### config.mk
export PLATFORM = sky130hd
export DESIGN_NAME = prop_monitor_mc
export DESIGN_NICKNAME = d
export VERILOG_FILES = /design/src/rtl/prop_monitor_pkg.sv /design/src/rtl/prop_monitor_chan.sv /design/src/rtl/prop_monitor_mc.sv
export SDC_FILE = /design/constraint.sdc
export NUM_CORES = 1
export LEC_CHECK = 0
export BUFFER_PORTS_ARGS = -buffer_cell sky130_fd_sc_hd__buf_2
export CAP_MARGIN = 20
export CORE_UTILIZATION = 43
export CTS_CLUSTER_DIAMETER = 50
export DETAILED_ROUTE_END_ITERATION = 7
export GPL_TIMING_DRIVEN = 0
export PLACE_DENSITY_LB_ADDON = 0.05
export SLEW_MARGIN = 5
export SYNTH_ARGS = -nofsm -noshare
export SYNTH_HDL_FRONTEND = slang
export SYNTH_HIERARCHICAL = 1
export SYNTH_SLANG_ARGS = --single-unit
export TNS_END_PERCENT = 100
### constraint.sdc
create_clock -name clk -period 3.3 [get_ports clk]
set_input_delay 0.66 -clock clk [delete_from_list [all_inputs] [get_ports clk]]
set_output_delay 0.66 -clock clk [all_outputs]
set_load 0.02 [all_outputs]
### src/rtl/prop_monitor_pkg.sv
// Shared types for the multi-channel "always" property monitor.
package prop_monitor_pkg;

  // How a channel evaluates its property once started.
  typedef enum logic [1:0] {
    ALWAYS       = 2'b00,
    NEXT_ALWAYS  = 2'b01,
    BOUNDED      = 2'b10,
    NEXT_BOUNDED = 2'b11
  } mode_e;

  // Per-channel monitor state.
  typedef enum logic [1:0] {
    IDLE  = 2'd0,
    ARM   = 2'd1,
    CHECK = 2'd2
  } state_e;

  localparam int MODE_W = 2;

  // First evaluation happens one cycle after the start request.
  function automatic logic isNext(input mode_e m);
    return (m == NEXT_ALWAYS) || (m == NEXT_BOUNDED);
  endfunction

  // Channel stops with a pass once its window has been evaluated clean.
  function automatic logic isBounded(input mode_e m);
    return (m == BOUNDED) || (m == NEXT_BOUNDED);
  endfunction

endpackage

### src/rtl/prop_monitor_chan.sv
// One monitor channel: start/arm/check FSM, evaluation window counter and
// saturating violation counter. All outputs come straight from flops.
module prop_monitor_chan
  import prop_monitor_pkg::*;
#(
  parameter int CNT_W = 8,
  parameter int WIN_W = 8
) (
  input  logic              clk,
  input  logic              rst_n,
  input  logic              clr_i,
  input  logic              start_i,
  input  logic              p_i,
  input  logic              dis_i,
  input  logic [MODE_W-1:0] mode_i,
  input  logic [WIN_W-1:0]  win_i,
  output logic              active_o,
  output logic              pass_o,
  output logic              fail_o,
  output logic [CNT_W-1:0]  fail_cnt_o
);

  state_e             r_state;
  logic               r_bounded;
  logic [WIN_W-1:0]   r_win;
  logic [WIN_W-1:0]   r_evalCnt;
  logic               r_active;
  logic               r_pass;
  logic               r_fail;
  logic [CNT_W-1:0]   r_failCnt;

  mode_e              w_mode;
  logic               w_accept;
  logic               w_evalNow;
  logic               w_bounded;
  logic               w_violate;
  logic               w_windowDone;
  logic [WIN_W-1:0]   w_startWin;
  logic [WIN_W-1:0]   w_winEff;
  logic [WIN_W-1:0]   w_evalNum;
  logic [CNT_W-1:0]   w_failCntInc;

  assign w_mode     = mode_e'(mode_i);

  // A zero-length window still needs one clean evaluation to pass.
  assign w_startWin = (win_i == '0) ? WIN_W'(1) : win_i;

  // A start is only taken from IDLE, and a disabled start is dropped.
  assign w_accept   = (r_state == IDLE) && start_i && !dis_i;

  // Evaluate on an immediate-mode start cycle, or in ARM/CHECK unless disabled
  // (disable wins over a simultaneous violation).
  assign w_evalNow  = (r_state == IDLE) ? (w_accept && !isNext(w_mode))
                                        : (((r_state == ARM) || (r_state == CHECK)) && !dis_i);

  // On the start cycle the mode/window come from the inputs, later from the latches.
  assign w_bounded  = (r_state == IDLE) ? isBounded(w_mode) : r_bounded;
  assign w_winEff   = (r_state == IDLE) ? w_startWin : r_win;

  // Ordinal of the evaluation happening this cycle; held at max in unbounded runs.
  assign w_evalNum  = (r_state == CHECK)
                      ? ((r_evalCnt == '1) ? r_evalCnt : r_evalCnt + 1'b1)
                      : WIN_W'(1);

  assign w_violate    = w_evalNow && !p_i;
  assign w_windowDone = w_evalNow && p_i && w_bounded && (w_evalNum >= w_winEff);
  assign w_failCntInc = (r_failCnt == '1) ? r_failCnt : r_failCnt + 1'b1;

  // Channel FSM with registered verdict pulses, activity flag and fail counter.
  always_ff @(posedge clk or negedge rst_n) begin
    if (!rst_n) begin
      r_state   <= IDLE;
      r_bounded <= 1'b0;
      r_win     <= '0;
      r_evalCnt <= '0;
      r_active  <= 1'b0;
      r_pass    <= 1'b0;
      r_fail    <= 1'b0;
      r_failCnt <= '0;
    end else begin
      r_pass <= 1'b0;
      r_fail <= 1'b0;
      if (clr_i) begin
        r_state   <= IDLE;
        r_active  <= 1'b0;
        r_evalCnt <= '0;
        r_failCnt <= '0;
      end else begin
        case (r_state)
          IDLE: begin
            r_active <= 1'b0;
            if (w_accept) begin
              r_bounded <= isBounded(w_mode);
              r_win     <= w_startWin;
              if (isNext(w_mode)) begin
                r_state  <= ARM;
                r_active <= 1'b1;
              end else if (w_violate) begin
                r_fail    <= 1'b1;
                r_failCnt <= w_failCntInc;
              end else if (w_windowDone) begin
                r_pass <= 1'b1;
              end else begin
                r_state   <= CHECK;
                r_evalCnt <= w_evalNum;
                r_active  <= 1'b1;
              end
            end
          end
          ARM, CHECK: begin
            if (dis_i) begin
              r_state  <= IDLE;
              r_active <= 1'b0;
            end else if (w_violate) begin
              r_fail    <= 1'b1;
              r_failCnt <= w_failCntInc;
              r_state   <= IDLE;
              r_active  <= 1'b0;
            end else if (w_windowDone) begin
              r_pass   <= 1'b1;
              r_state  <= IDLE;
              r_active <= 1'b0;
            end else begin
              r_state   <= CHECK;
              r_evalCnt <= w_evalNum;
              r_active  <= 1'b1;
            end
          end
          default: begin
            r_state  <= IDLE;
            r_active <= 1'b0;
          end
        endcase
      end
    end
  end

  assign active_o   = r_active;
  assign pass_o     = r_pass;
  assign fail_o     = r_fail;
  assign fail_cnt_o = r_failCnt;

endmodule

### src/rtl/prop_monitor_mc.sv
// Multi-channel "always" property monitor: NCH independent channels plus a
// combined fail flag for the assertion status collector.
module prop_monitor_mc
  import prop_monitor_pkg::*;
#(
  parameter int NCH   = 4,
  parameter int CNT_W = 8,
  parameter int WIN_W = 8
) (
  input  logic                  clk,
  input  logic                  rst_n,
  input  logic                  clr_i,
  input  logic [NCH-1:0]        start_i,
  input  logic [NCH-1:0]        p_i,
  input  logic [NCH-1:0]        dis_i,
  input  logic [MODE_W*NCH-1:0] mode_i,
  input  logic [WIN_W-1:0]      win_i,
  output logic [NCH-1:0]        active_o,
  output logic [NCH-1:0]        pass_o,
  output logic [NCH-1:0]        fail_o,
  output logic [NCH*CNT_W-1:0]  fail_cnt_o,
  output logic                  any_fail_o
);

  for (genvar k = 0; k < NCH; k++) begin : g_chan
    prop_monitor_chan #(
      .CNT_W (CNT_W),
      .WIN_W (WIN_W)
    ) u_chan (
      .clk        (clk),
      .rst_n      (rst_n),
      .clr_i      (clr_i),
      .start_i    (start_i[k]),
      .p_i        (p_i[k]),
      .dis_i      (dis_i[k]),
      .mode_i     (mode_i[k*MODE_W +: MODE_W]),
      .win_i      (win_i),
      .active_o   (active_o[k]),
      .pass_o     (pass_o[k]),
      .fail_o     (fail_o[k]),
      .fail_cnt_o (fail_cnt_o[k*CNT_W +: CNT_W])
    );
  end

  assign any_fail_o = |fail_o;

endmodule

==> After elaboration in Yosys (flattened, before gate mapping) <==
Cells that the tools add are included.
{ "totals": {"wordCells": 368, "reg_bits": 120} }
{ "classes": {"bitwise": 1, "order_cmp": 4, "n_eq_ne": 48, "mux": 193, "addsub": 8, "reduce_logical": 82} }
{ "ops": {"columns": ["op", "n"], "rows": [
  ["2-to-1 mux 8 bit", 61],
  ["case mux 8 bit (2 select lines)", 8],
  ["2-to-1 mux 1 bit", 76],
  ["adder 8 x 1 -> 8 bit, second input constant", 8],
  ["equality test 8 bit, second input constant", 8],
  ["2-to-1 mux 2 bit", 32],
  [">= comparator 8 bit", 4],
  ["logical AND 1 bit", 32],
  ["inequality test 4 bit, second input constant", 8],
  ["equality test 2 bit, second input constant", 12],
  ["inequality test 3 bit, second input constant", 8],
  ["case mux 1 bit (2 select lines)", 12],
  ["AND reduction 3 bit", 8],
  ["equality test 2 x 1 -> 1 bit, second input constant", 8],
  ["case mux 2 bit (2 select lines)", 4],
  ["AND reduction 4 bit", 4],
  ["logical NOT 1 bit", 12],
  ["logical OR 1 bit", 12],
  ["inequality test 3 x 2 -> 1 bit, second input constant", 4],
  ["nonzero test 3 bit", 4],
  ["logical NOT 2 bit", 4],
  ["logical NOT 8 bit", 1],
  ["OR reduction 2 bit", 4],
  ["OR reduction 4 bit", 1],
  ["NOT 1 bit", 1]
]} }

==> Depth between registers and ports, before layout <==
{ "logic_depth": {"ltp_word": 14, "ltp_mapped": 14} }

==> By module <==
Netlist, hierarchy kept.
{ "modules_own_cells": {"columns": ["module", "seq_area_each_um2", "instances", "area_each_um2", "cells_each"], "rows": [
  ["prop_monitor_chan (g_chan[1].u_chan ...)", 750.7, 3, 1919.3, 206],
  ["prop_monitor_chan (g_chan[0].u_chan)", 750.7, 1, 2049.5, 213],
  ["prop_monitor_mc", 0.0, 1, 7.5, 1]
]} }

==> Least setup slack after synthesis <==
OpenSTA, ideal clock, no wires.
{ "synth_path": {"path_type": "flip-flop to flip-flop", "startpoint": "register g_chan[1].u_chan.r_evalCnt[3]", "endpoint": "register g_chan[1].u_chan.r_evalCnt[0]", "required_time_ns": 3.204, "path_stages_with_launch": 15, "arrival_time_ns": 2.866, "path_buffers": 2, "path_slack_ns": 0.338, "path_cell_list": "dfrtp_1 clkbuf_1 nand4_1 o21ai_0 nor2_1 xnor2_1 nor2_1 ha_1 a21o_1 a21oi_1 a2bb2oi_1 and3_1 buf_6 a21oi_1 a311oi_2"} }
{ "synth_via": {"elab_chain_len": 11} }
{ "synth_lines": {"columns": ["item", "line_no", "source"], "rows": [
  ["start, declared", "prop_monitor_chan.sv:26", "logic [WIN_W-1:0] r_evalCnt;"],
  ["start signal, assigned", "prop_monitor_chan.sv:105", "r_evalCnt <= w_evalNum;"],
  ["start signal, assigned", "prop_monitor_chan.sv:125", "r_evalCnt <= w_evalNum;"],
  ["adder 8 x 1 -> 8 bit or equality test 8 bit (tied branches)", "prop_monitor_chan.sv:62", "? ((r_evalCnt == '1) ? r_evalCnt : r_evalCnt + 1'b1)"],
  ["2-to-1 mux 8 bit * (2 in a row)", "prop_monitor_chan.sv:62", null],
  [">= comparator 8 bit", "prop_monitor_chan.sv:66", "assign w_windowDone = w_evalNow && p_i && w_bounded && (w_evalNum >= w_winEff);"],
  ["logical AND 1 bit", "prop_monitor_chan.sv:66", null],
  ["2-to-1 mux 8 bit *", "prop_monitor_chan.sv:101, prop_monitor_chan.sv:119", null],
  ["2-to-1 mux 8 bit *", "prop_monitor_chan.sv:114", "end else if (w_violate) begin"],
  ["2-to-1 mux 8 bit", "prop_monitor_chan.sv:95", "if (isNext(w_mode)) begin"],
  ["2-to-1 mux 8 bit", "prop_monitor_chan.sv:92", "if (w_accept) begin"],
  ["case mux 8 bit (2 select lines) *", "prop_monitor_chan.sv:89", "case (r_state)"],
  ["2-to-1 mux 8 bit *", "prop_monitor_chan.sv:83", "if (clr_i) begin"]
]} }
Every way passes the cells marked *; elsewhere a longest branch is shown, timed or not. The select of a mux whose other input is x is not followed.
A chain may end at the register's enable or synchronous reset.

==> Final worst setup path <==
{ "layout_path": {"startpoint": "register g_chan[2].u_chan.r_evalCnt[5]", "endpoint": "register g_chan[2].u_chan.r_evalCnt[0]"} }
{ "layout_via": {"elab_chain_len": 11} }
{ "layout_lines": {"columns": ["item", "line_no"], "rows": [
  ["start, declared", "prop_monitor_chan.sv:26"],
  ["start signal, assigned", "prop_monitor_chan.sv:105"],
  ["start signal, assigned", "prop_monitor_chan.sv:125"],
  ["adder 8 x 1 -> 8 bit or equality test 8 bit (tied branches)", "prop_monitor_chan.sv:62"],
  ["2-to-1 mux 8 bit * (2 in a row)", "prop_monitor_chan.sv:62"],
  [">= comparator 8 bit", "prop_monitor_chan.sv:66"],
  ["logical AND 1 bit", "prop_monitor_chan.sv:66"],
  ["2-to-1 mux 8 bit *", "prop_monitor_chan.sv:101, prop_monitor_chan.sv:119"],
  ["2-to-1 mux 8 bit *", "prop_monitor_chan.sv:114"],
  ["2-to-1 mux 8 bit", "prop_monitor_chan.sv:95"],
  ["2-to-1 mux 8 bit", "prop_monitor_chan.sv:92"],
  ["case mux 8 bit (2 select lines) *", "prop_monitor_chan.sv:89"],
  ["2-to-1 mux 8 bit *", "prop_monitor_chan.sv:83"]
]} }
Marked as above.

==> reports/qor.yml <==
grt.total_usage_pct: 21.6
clockRootBuffer: "clkbuf_16"
r2r_slack_ns: 0.19
drive_gt1_share_pct: 21.8
num_antenna_cells: 0
synth.avg_cell_area_um2: 9.39
gp_congestion: 0.892
syn_to_final_growth_pct: 19.2
initial_core_util_pct: 44.6
crit_buf_inv: 1
io_pins: 76
path_clk_slew_ns: 0.06
critPathMaxStageDelay_ns: 0.44
grt_pass1_vias: 6444
finalMaxSlewViolations: 0
status: "finished clean"
via_per_inst: 5.82
port_buffers: 75
reg2reg_depth: 13
crit_fanout: 10
fin_skew_ns: 0.00665
cts_buffers: 17
synth_edf_count: 0
p_per_area_nw_per_um2: 586
gr-total-overflow: 0
total_leakage_power_nw: 4.24
hold_viol_final: 0
synth_area_leaders: "dfrtp_1, ha_1, mux2_2, nor2_1, mux2i_1"
place_area_um2: 8510
met2_length_um: 9400
drtAntennaViolNets: 0
cts_sinks: 120
grt_start_max_net_pins: 70
synthDistinctLibCells: 58
async_flop_share_pct: 100
rsz0062_at_grt: "false"
final_cell_mix: "dfrtp_1, nor2_1, buf_2, nand2_1, a21oi_1"
synth_top_family_by_area: "simple AND/OR/NAND/NOR gates"
yosysSeqAreaShare_pct: 38.4
synth_top_area_share_pct: 38.4
cts_tree: "built"
path_class: "reg2reg"
antenna_found_initial: 0
relSlewSlack_pct: 54.1
grt_pass1_wl_um: 31600
crit_slowest_cell: "dfrtp_1"
synthXorXnorAreaFrac_pct: 4.71
dr.first_iter.drc_count: 340
drc: 0
dr_wl_met3_um: 808
synth-compound-area-share_pct: 15.1
insertion_delay_ns: 0.42
period_share_pct: 94.3
synth_cells: 832
start_kind: "flop"
ir_drop_v: 0.000427
dieArea_um2: 18700
wl_met1_um: 8840
crit_arrival_ns: 3.44
cp_cell_sequence: "nand4_1 > o21ai_2 > nor2_1 > xnor2_1 > nor2_1 > ha_1 > a21o_1 > a21oi_1 > a2bb2oi_2 > and3_1 > buf_6 > a21oi_1 > a311oi_2"
netlist_area_um2: 7810
die_h_um: 137
htree_levels: 4
whs_ns: 0.195
synthAdderAreaFrac_pct: 8.33
timing.fmax_ghz: 0.322
dr.pass1.iters: 5
fin_nets: 1005
end_kind: "flop"
wl_per_cell_um: 16.7
synth_top_area_cell: "dfrtp_1"
clock_path_buffers: 2
num_vias: 6750
dr.max_layer_used: "met4"
hold_path.class: "in2async"
ys_warn_count: 6
final_common_cell: "dfrtp_1"
drv_cap: 0
finalCriticalPeriod_ns: 3.11
design_area_um2: 9320
r2r_start: "g_chan[2].u_chan/r_evalCnt[5]"
num_rows: 48
tightest_slew_ns: 0.688
synth_top_flop_cell: "dfrtp_1"
reg2reg_to: "g_chan[2].u_chan/r_evalCnt[0]"
crit_required_ns: 3.63
yosys.area_share.simple_pct: 20.7
synth_fp_nets: 915
fillers: 1591
core_area_um2: 17500
post-dp-hpwl_um: 13600
setup_viol: 0
die_w_um: 137
ys_ff_latch: 120
synth_mux_area_share_pct: 9.53
fin_util_pct: 53.1
cp_top_family: "compound AO/OA/AOI/OAI gates"
drt-total-wl_um: 19300
-- power breakdown --
part / switching [W] / total, W / internal (W)
registers: 0.000137 / 0.00186 / 0.00172
clock network: 0.000689 / 0.00211 / 0.00142
logic: 0.000834 / 0.00150 / 0.000663
total: 0.00166 / 0.00546 / 0.00381
-- worst reg2reg max path: stages (launching register included) --
cell and delay [ns]:
dfrtp_1 0.44, nand4_1 0.24, o21ai_2 0.31, nor2_1 0.10
xnor2_1 0.17, nor2_1 0.07, ha_1 0.32, a21o_1 0.17
a21oi_1 0.19, a2bb2oi_2 0.27, and3_1 0.23, buf_6 0.15
a21oi_1 0.09, a311oi_2 0.26
-- registers in the layout, indices dropped and copies added, names as in the netlist --
signal / cells
g_chan.u_chan/fail_cnt_o: 32
g_chan.u_chan/r_state: 8
g_chan.u_chan/r_evalCnt: 32
g_chan.u_chan/r_win: 32
g_chan.u_chan/pass_o: 4
g_chan.u_chan/fail_o: 4
g_chan.u_chan/active_o: 4
g_chan.u_chan/r_bounded: 4
-- cell families (layout without fill, tap and decap cells) --
family,count (synthesis),in the layout
XOR/XNOR,42,42
multiplexers,69,69
adder cells (fa/ha/maj),52,52
AND/OR/NAND/NOR,320,320
buffers and inverters,56,159
flip-flops,120,120
AO/OA/AOI/OAI,173,173
-- metrics by stage --
stage               std cells  TNS [ns]  power (W)  worst slack [ns]
floorplan                 832         0    0.00294             0.338
global placement         1132     -9.80    0.00328            -0.137
detailed placement       1133     -1.88    0.00333            -0.190
CTS                      1163         0    0.00548            0.0147
global route             1160         0    0.00580          0.000253
finish                   1160         0    0.00546             0.190
-- layout make-up --
cell class                 instances  area (µm²)  share of cell area (%)
inverter                          22        82.6                   0.886
buffer                            27         153                    1.64
clock buffer                      22         484                    5.20
clock inverter                    10         190                    2.04
tap                              225         282                    3.02
timing repair buffer              78         424                    4.55
sequential                       120        3010                    32.3
multi-input combinational        656        4700                    50.4
-- cell usage after synthesis (3+ instances only) --
| cell | count |
|---|---|
| buf_1 | 6 |
| o21ai_1 | 4 |
| and4_1 | 8 |
| nand2_1 | 61 |
| dfrtp_1 | 120 |
| nor2b_1 | 3 |
| ha_1 | 52 |
| a311oi_1 | 5 |
| nor3_1 | 29 |
| nand3b_1 | 5 |
| o21ai_0 | 37 |
| xnor2_1 | 14 |
| a31oi_1 | 8 |
| and3_1 | 22 |
| nand3_2 | 3 |
| o211a_1 | 4 |
| nor2_2 | 4 |
| xor2_1 | 28 |
| buf_6 | 5 |
| a21o_1 | 7 |
| a2bb2oi_1 | 3 |
| nand2b_1 | 14 |
| o31ai_1 | 7 |
| and2_1 | 3 |
| mux2_2 | 32 |
| inv_1 | 22 |
| nand3_1 | 29 |
| nor4_1 | 7 |
| or4_4 | 3 |
| clkbuf_1 | 21 |
| a311oi_2 | 6 |
| a211oi_1 | 7 |
| a2111oi_0 | 9 |
| nor2_1 | 91 |
| mux2_1 | 3 |
| or2_2 | 3 |
| mux2i_1 | 32 |
| o21a_1 | 7 |
| nand4_1 | 29 |
| a21oi_1 | 58 |
-- how the worst max path moves through the flow --
stage,from,end,slack (ns),depth (start not counted)
after detailed placement,g_chan[1].u_chan/r_evalCnt[3],g_chan[1].u_chan/r_state[1],-0.19,13
after global routing,g_chan[2].u_chan/r_evalCnt[5],g_chan[2].u_chan/r_evalCnt[0],0.0003,13
after global placement,g_chan[2].u_chan/r_evalCnt[3],g_chan[2].u_chan/active_o,-0.14,13
final,g_chan[2].u_chan/r_evalCnt[5],g_chan[2].u_chan/r_evalCnt[0],0.19,13
after CTS,g_chan[0].u_chan/r_state[0],g_chan[0].u_chan/r_evalCnt[7],0.01,12
after floorplan,g_chan[1].u_chan/r_evalCnt[3],g_chan[1].u_chan/r_evalCnt[0],0.34,14
-- per-layer routing --
metal	vias to the layer above	global-route usage, %
li1	3234	-
met1	3324	28.4
met2	164	35.4
met3	28	4.15
met4	0	7.26
met5	-	0
-- repair_timing --
item / 4_1_cts / 5_1_grt
gates cloned: 0 / 0
resized for setup: 13 / 31
hold buffers: 0 / 0
setup buffers: 1 / 1
hold endpoints to repair: 0 / 0
endpoints found under the setup margin: 25 / 45
pin swaps: 1 / 4
Note: power is estimated with default switching activity, not from simulation.
